## config.mk

```make
export PLATFORM = sky130hd
export DESIGN_NAME = if_id_skid_reg
export DESIGN_NICKNAME = d
export VERILOG_FILES = /design/src/rtl/if_id_skid_reg.sv
export SDC_FILE = /design/constraint.sdc
export NUM_CORES = 1
export LEC_CHECK = 0
export CORE_AREA = 2 2 110 138
export CTS_CLUSTER_DIAMETER = 100
export CTS_CLUSTER_SIZE = 24
export DETAILED_ROUTE_END_ITERATION = 10
export DIE_AREA = 0 0 112 140
export DONT_BUFFER_PORTS = 1
export HOLD_SLACK_MARGIN = 0.05
export MAX_ROUTING_LAYER = met4
export PLACE_DENSITY = 0.77
export SLEW_MARGIN = 0
export SYNTH_ARGS = -nofsm -noshare
export SYNTH_HDL_FRONTEND = slang
export SYNTH_SLANG_ARGS = --single-unit
```

## constraint.sdc

```tcl
create_clock -name CLK -period 8.7 [get_ports CLK]
set_clock_uncertainty 0.05 [all_clocks]
set_input_delay 1.74 -clock CLK [delete_from_list [all_inputs] [get_ports CLK]]
set_output_delay 1.74 -clock CLK [all_outputs]
set_load 0.02 [all_outputs]
```

## src/rtl/if_id_skid_reg.sv

```systemverilog
// IF->ID pipeline register with valid/ready handshake, optional 2-entry skid buffer,
// synchronous flush, NOP insertion on empty slots and a saturating bubble counter.
module if_id_skid_reg #(
  parameter int              XLEN      = 32,
  parameter logic [XLEN-1:0] NOP_INSTR = XLEN'(32'h00000013),
  parameter int              SKID      = 1,
  parameter int              CNT_W     = 16
) (
  input  logic             CLK,
  input  logic             RST,
  input  logic             FLUSH,
  input  logic             VALID_IF,
  output logic             READY_IF,
  input  logic [XLEN-1:0]  DOUT2_IF,
  input  logic [XLEN-1:0]  ADDR_IF,
  input  logic [XLEN-1:0]  N_ADDR_IF,
  output logic             VALID_ID,
  input  logic             READY_ID,
  output logic [XLEN-1:0]  IR_ID,
  output logic [XLEN-1:0]  ADDR_ID,
  output logic [XLEN-1:0]  N_ADDR_ID,
  output logic [CNT_W-1:0] BUBBLE_CNT
);

  typedef enum logic [1:0] {
    ST_EMPTY = 2'd0,
    ST_FULL  = 2'd1,
    ST_SKID  = 2'd2
  } state_t;

  state_t            state;
  state_t            state_nxt;
  logic              in_fire;
  logic              out_fire;
  logic              ready_int;
  logic              load_main_in;
  logic              load_main_skid;
  logic              load_skid;
  logic [XLEN-1:0]   main_ir;
  logic [XLEN-1:0]   main_addr;
  logic [XLEN-1:0]   main_naddr;
  logic [XLEN-1:0]   skid_ir;
  logic [XLEN-1:0]   skid_addr;
  logic [XLEN-1:0]   skid_naddr;
  logic [CNT_W-1:0]  bubble_q;

  assign VALID_ID   = (state != ST_EMPTY);
  assign IR_ID      = VALID_ID ? main_ir : NOP_INSTR;
  assign ADDR_ID    = main_addr;
  assign N_ADDR_ID  = main_naddr;
  assign BUBBLE_CNT = bubble_q;
  assign READY_IF   = ready_int;

  assign in_fire  = VALID_IF & ready_int;
  assign out_fire = VALID_ID & READY_ID;

  // With the skid buffer, READY_IF is a flop so decode back-pressure never reaches fetch combinationally.
  generate
    if (SKID != 0) begin : g_ready_reg
      logic ready_q;

      always_ff @(posedge CLK or posedge RST) begin
        if (RST) begin
          ready_q <= 1'b1;
        end else begin
          ready_q <= (state_nxt != ST_SKID);
        end
      end

      assign ready_int = ready_q;
    end else begin : g_ready_comb
      assign ready_int = ~VALID_ID | READY_ID;
    end
  endgenerate

  always_ff @(posedge CLK or posedge RST) begin
    if (RST) begin
      state <= ST_EMPTY;
    end else begin
      state <= state_nxt;
    end
  end

  // Flush wins over every handshake; an out_fire in the flush cycle still counts as consumed.
  always_comb begin
    state_nxt      = state;
    load_main_in   = 1'b0;
    load_main_skid = 1'b0;
    load_skid      = 1'b0;
    if (FLUSH) begin
      state_nxt = ST_EMPTY;
    end else begin
      case (state)
        ST_EMPTY: begin
          if (in_fire) begin
            state_nxt    = ST_FULL;
            load_main_in = 1'b1;
          end
        end
        ST_FULL: begin
          if (in_fire && out_fire) begin
            load_main_in = 1'b1;
          end else if (in_fire && (SKID != 0)) begin
            state_nxt = ST_SKID;
            load_skid = 1'b1;
          end else if (out_fire) begin
            state_nxt = ST_EMPTY;
          end
        end
        ST_SKID: begin
          if (out_fire) begin
            state_nxt      = ST_FULL;
            load_main_skid = 1'b1;
          end
        end
        default: begin
          state_nxt = ST_EMPTY;
        end
      endcase
    end
  end

  always_ff @(posedge CLK or posedge RST) begin
    if (RST) begin
      main_ir    <= NOP_INSTR;
      main_addr  <= '0;
      main_naddr <= '0;
    end else if (load_main_in) begin
      main_ir    <= DOUT2_IF;
      main_addr  <= ADDR_IF;
      main_naddr <= N_ADDR_IF;
    end else if (load_main_skid) begin
      main_ir    <= skid_ir;
      main_addr  <= skid_addr;
      main_naddr <= skid_naddr;
    end
  end

  always_ff @(posedge CLK or posedge RST) begin
    if (RST) begin
      skid_ir    <= NOP_INSTR;
      skid_addr  <= '0;
      skid_naddr <= '0;
    end else if (load_skid) begin
      skid_ir    <= DOUT2_IF;
      skid_addr  <= ADDR_IF;
      skid_naddr <= N_ADDR_IF;
    end
  end

  always_ff @(posedge CLK or posedge RST) begin
    if (RST) begin
      bubble_q <= '0;
    end else if (READY_ID && !VALID_ID && (bubble_q != {CNT_W{1'b1}})) begin
      bubble_q <= bubble_q + CNT_W'(1);
    end
  end

endmodule

```

After elaboration in Yosys (flattened, before gate mapping)
Index checks and enable logic that the tools add are counted.
{"block": "totals", "register_bits": 211, "inputBits": 101, "out_inout_bits": 114}
{"block": "classes", "addsub": 1, "n_eq_ne": 4, "muxes": 24, "bitwise": 2, "reduce_logical": 7}
{"op": "$mux W32", "count": 7}
{"op": "$add A16 B1 Y16 const B", "count": 1}
{"op": "$ne A16 B16 Y1 const B", "count": 1}
{"op": "$mux W2", "count": 6}
{"op": "$mux W1", "count": 9}
{"op": "$pmux W2 S3", "count": 1}
{"op": "$reduce_bool A2 Y1", "count": 2}
{"op": "$logic_and A1 B1 Y1", "count": 3}
{"op": "$and A1 B1 Y1", "count": 2}
{"op": "$eq A2 B1 Y1 const B", "count": 1}
{"op": "$eq A2 B2 Y1 const B", "count": 1}
{"op": "$logic_not A2 Y1", "count": 1}
{"op": "$ne A2 B2 Y1 const B", "count": 1}
{"op": "$pmux W1 S2", "count": 1}
{"op": "$logic_not A1 Y1", "count": 1}

Depth between registers and ports, before layout
{"block": "depth", "word_depth": 8, "ltp_mapped": 6}

Worst setup path after synthesis
OpenSTA, ideal clock, no wires.
{"block": "synth_timing", "path_type": "register -> output", "startpoint": "register state[1]", "endpoint": "output IR_ID[22]", "arrival_ns": 1.274, "t_required_ns": 6.910, "setup_slack_ns": 5.636, "path_stages_with_launch": 5, "n_path_buf": 1, "path_cell_list": "dfrtp_1 nor2_2 inv_2 clkbuf_1 and2_1"}
{"block": "synth_via", "elab_chain_len": 2}
{"element": "start, declared", "line_no": "31", "source": "state_t state;"}
{"element": "start signal, assigned", "line_no": "80", "source": "state <= state_nxt;"}
{"element": "$reduce_bool A2 Y1", "line_no": "47", "source": "assign VALID_ID = (state != ST_EMPTY);"}
{"element": "via VALID_ID", "line_no": "17", "source": "output logic VALID_ID,"}
{"element": "$mux W32", "line_no": "48", "source": "assign IR_ID = VALID_ID ? main_ir : NOP_INSTR;"}
{"element": "end, declared", "line_no": "19", "source": "output logic [XLEN-1:0] IR_ID,"}
The timed path passes the listed nets, and every way through them passes these cells.

Worst setup path in the final report
{"block": "layout_timing", "startpoint": "input READY_ID", "endpoint": "register main_ir[3]"}
{"block": "layout_via", "elab_chain_len": 6, "elab_cells_between_ends": 10, "classes_between": "mux (7); bitwise (1); reduce/logical (2)"}
{"element": "start, declared", "line_no": "18", "source": "input logic READY_ID,"}
{"element": "$and A1 B1 Y1 (*)", "line_no": "55", "source": "assign out_fire = VALID_ID & READY_ID;"}
{"element": "$logic_and A1 B1 Y1", "line_no": "101", "source": "if (in_fire && out_fire) begin"}
{"element": "$mux W1", "line_no": "101"}
{"element": "$pmux W1 S2", "line_no": "93", "source": "case (state)"}
{"element": "$mux W1", "line_no": "90", "source": "if (FLUSH) begin"}
{"element": "$mux W32 or $reduce_bool A2 Y1 (tied branches)"}
{"element": "end signal, assigned", "line_no": "133", "source": "main_ir <= skid_ir;"}
{"element": "end, declared", "line_no": "39", "source": "logic [XLEN-1:0] main_ir;"}
Mark *: on every way between the ends. The rest lies on a longest branch, timed or not.
A chain may end at the register's enable or synchronous reset.

==> impl_metrics.ini <==
[clock_tree]
worstSkewPairLatency_ns = 0.46
numCtsBuffers = 12
cts_buffer_depth = 3
postCtsSetupBuffers = 0
ctsHoldBuffers = 0
clk_pin_slew_ns = 0.09
cts_max_level = 1
cts_resized = 0
cts-root-buf = clkbuf_16
cts.sinks = 211
cts_tree = yes

[timing]
setup_viol = 0
fin_crit_sh = 0.460
tns_ns = 0
relSlewSlack = 0.250
fin_crit_ns = 4.00
worst_slew_pin_slew_ns = 1.13
max_freq_ghz = 0.250
whs_ns = 0.426
finalHoldViolCount = 0
rsz0062_at_grt = false
final_max_slew_viol_count = 0

[placed_design]
portBuffers = 0
gp_congestion = 0.857
dp_hpwl_um = 11400

[hold_path]
hold_path.class = flip-flop to flip-flop

[logic_synthesis]
synth_fp_nets = 755
synth_area_leaders = dfrtp_1, mux2_2, a22o_1
async_flop_share = 1.00
synthDistinctLibCells = 41
yosys.area.top_type = dfrtp_1
ys.flop_type = dfrtp_1
synth-edff-count = 0
netlist.area_leader.share = 0.577
yosysSeqAreaShare = 0.598
syn_area_sq_mm = 0.00885
synth.avg_cell_area_sq_um = 13.6
ys_warn_count = 0
synth_seq_cells = 211
synthCells = 653

[setup_path]
end_kind = flip-flop
cp_slowest_cell = nor2_4
required_ns = 9.04
path_cells = nor2b_1 > nor4_4 > buf_4 > nor2_4 > buf_4 > a21o_1
cp.arrival_ns = 4.34
cpLargestDelayFamily = simple AND/OR/NAND/NOR gates
start_kind = primary input
cp_common_cell = buf_4
crit_buf_inv = 2
slowest_delay_ns = 0.92
path_class = primary input to flip-flop
cp_max_fo = 97

[grt]
grt_max_degree = 131
grt_use_total = 0.227
first_global_vias = 5637
grt_pass1_wl_um = 28600
gr-total-overflow = 0
antenna_found_initial = 0

[route]
drt_iter0_drc = 278
drt_wl_total_um = 17600
num_vias = 5205
dr.pass1.iters = 4
ant_nets = 0
avgRoutedWirePerCell_um = 21.7
drc_errors = 0
drt-vias-per-instance = 6.43

[die]
die_area_sq_mm = 0.0157
initial_core_util = 0.617
coreArea_sq_mm = 0.0143
die-width_um = 112
die_h_um = 140
num_io_pins = 215
rows = 49

[power]
vdd_drop_max_v = 0.000185
powerDensity_mw_per_mm2 = 256
leakagePower_nw = 4.67

[final_layout]
syn2layout_area_growth_pct = 4.93
antenna_cells = 0
register_area_sq_mm = 0.00529
multiInputGateArea_sq_mm = 0.00337
nets = 731
n_fill_cell = 1036
drive_above_1_share = 0.212

[job]
maxCapViolations = 0

[run_status]
status = completed
Yosys cell counts (2+ instances only):
cell         n
inv_1        4
dfstp_2      7
o21ai_0      2
xor2_1       9
a22o_1      96
buf_2       25
xnor2_1      3
and2_1      29
nand2_1     11
nor2b_1      2
and3_1       2
nand4_1      4
o31ai_1      2
nand3_1      5
dfrtp_1    204
nand2b_1     3
nor2_1       6
nor2_2       3
a31oi_1      2
nor4_1       2
nand3b_1     2
a2111oi_0    3
a21o_1      96
mux2_2      97
clkbuf_1    18
placed cells by master, fill, tap and decap left out, types with 3 or more instances in the layout:
cell,n
a2111oi_0,3
xnor2_1,3
inv_1,3
a22o_1,96
xor2_1,9
nor2_1,6
dfstp_2,7
clkbuf_16,13
clkbuf_1,3
dfrtp_1,204
nand2_1,10
a21o_1,96
buf_4,5
nand4_1,4
and2_1,29
mux2_2,97
nand2b_1,3
nand3_1,5
stage by stage:
stage / total power, mW / instances / area [sq um] / utilization / worst slack (ns)
2_1_floorplan: 1.73 / 653 / 8850 / - / 1.16
3_3_place_gp: 1.80 / 793 / 8940 / 0.623 / 4.35
3_5_place_dp: 1.83 / 793 / 8940 / 0.623 / 4.25
4_1_cts: 2.40 / 810 / 9290 / 0.647 / 4.74
5_1_grt: 2.50 / 810 / 9290 / 0.647 / 4.53
6_report: 2.38 / 810 / 9290 / 0.647 / 4.70
flip-flops by register name, indices dropped and copies added (netlist names):
name / cells
ADDR_ID: 32
N_ADDR_ID: 32
READY_IF: 1
skid_addr: 32
state: 2
main_ir: 32
skid_naddr: 32
skid_ir: 32
BUBBLE_CNT: 16
routing by layer:
layer | track usage | vias up | routed length, um
li1 | - | 2344 | -
met1 | 0.274 | 2631 | 6900
met2 | 0.369 | 189 | 8550
met3 | 0.0692 | 41 | 1580
met4 | 0.0770 | 0 | 569
met5 | - | - | 0
where the power goes:
group	switching, mW	total [mW]	internal (mW)	leakage, nW
sequential	0.240	1.46	1.22	2.61
clock	0.299	0.573	0.274	0.164
combinational	0.154	0.348	0.193	1.90
total	0.693	2.38	1.69	4.67
cell type report:
| type | count | area share |
|---|---|---|
| Sequential cell | 211 | 0.570 |
| Multi-Input combinational cell | 394 | 0.363 |
| Clock buffer | 16 | 0.0362 |
| Tap cell | 178 | 0.0240 |
| Timing Repair Buffer | 5 | 0.00404 |
| Inverter | 5 | 0.00283 |
| Clock inverter | 1 | 0.000808 |
logic make-up (layout without fill, tap and decap cells):
logic type                 after synthesis  count (layout)  synth area share
DFF                                    211             211             0.598
adders and majority gates                1               1           0.00141
AOI/OAI and AO/OA                      207             207             0.189
xor gates and xnor gates                12              12            0.0119
muxes                                   98              98             0.125
and+or+nand+nor                         76              76            0.0519
buffers and inverters                   48              27            0.0239
final timing paths:
path                                         start                   endpoint  slack [ns]  depth (start not counted)
max                                       READY_ID     main_ir[3]$_DFFE_PP0P_        4.70                          6
min                        main_ir[27]$_DFFE_PP0P_    main_ir[27]$_DFFE_PP0P_        0.43                          1
max reg2reg                     READY_IF$_DFF_PP1_     main_ir[3]$_DFFE_PP0P_        5.45                          6
min reg2reg                main_ir[27]$_DFFE_PP0P_    main_ir[27]$_DFFE_PP0P_        0.43                          1
max in group asynchronous                      RST  skid_addr[18]$_DFFE_PP0P_        5.76                          2
min in group asynchronous                      RST     ADDR_ID[6]$_DFFE_PP0P_        1.25                          1
Power figures use the tool's default switching activity.
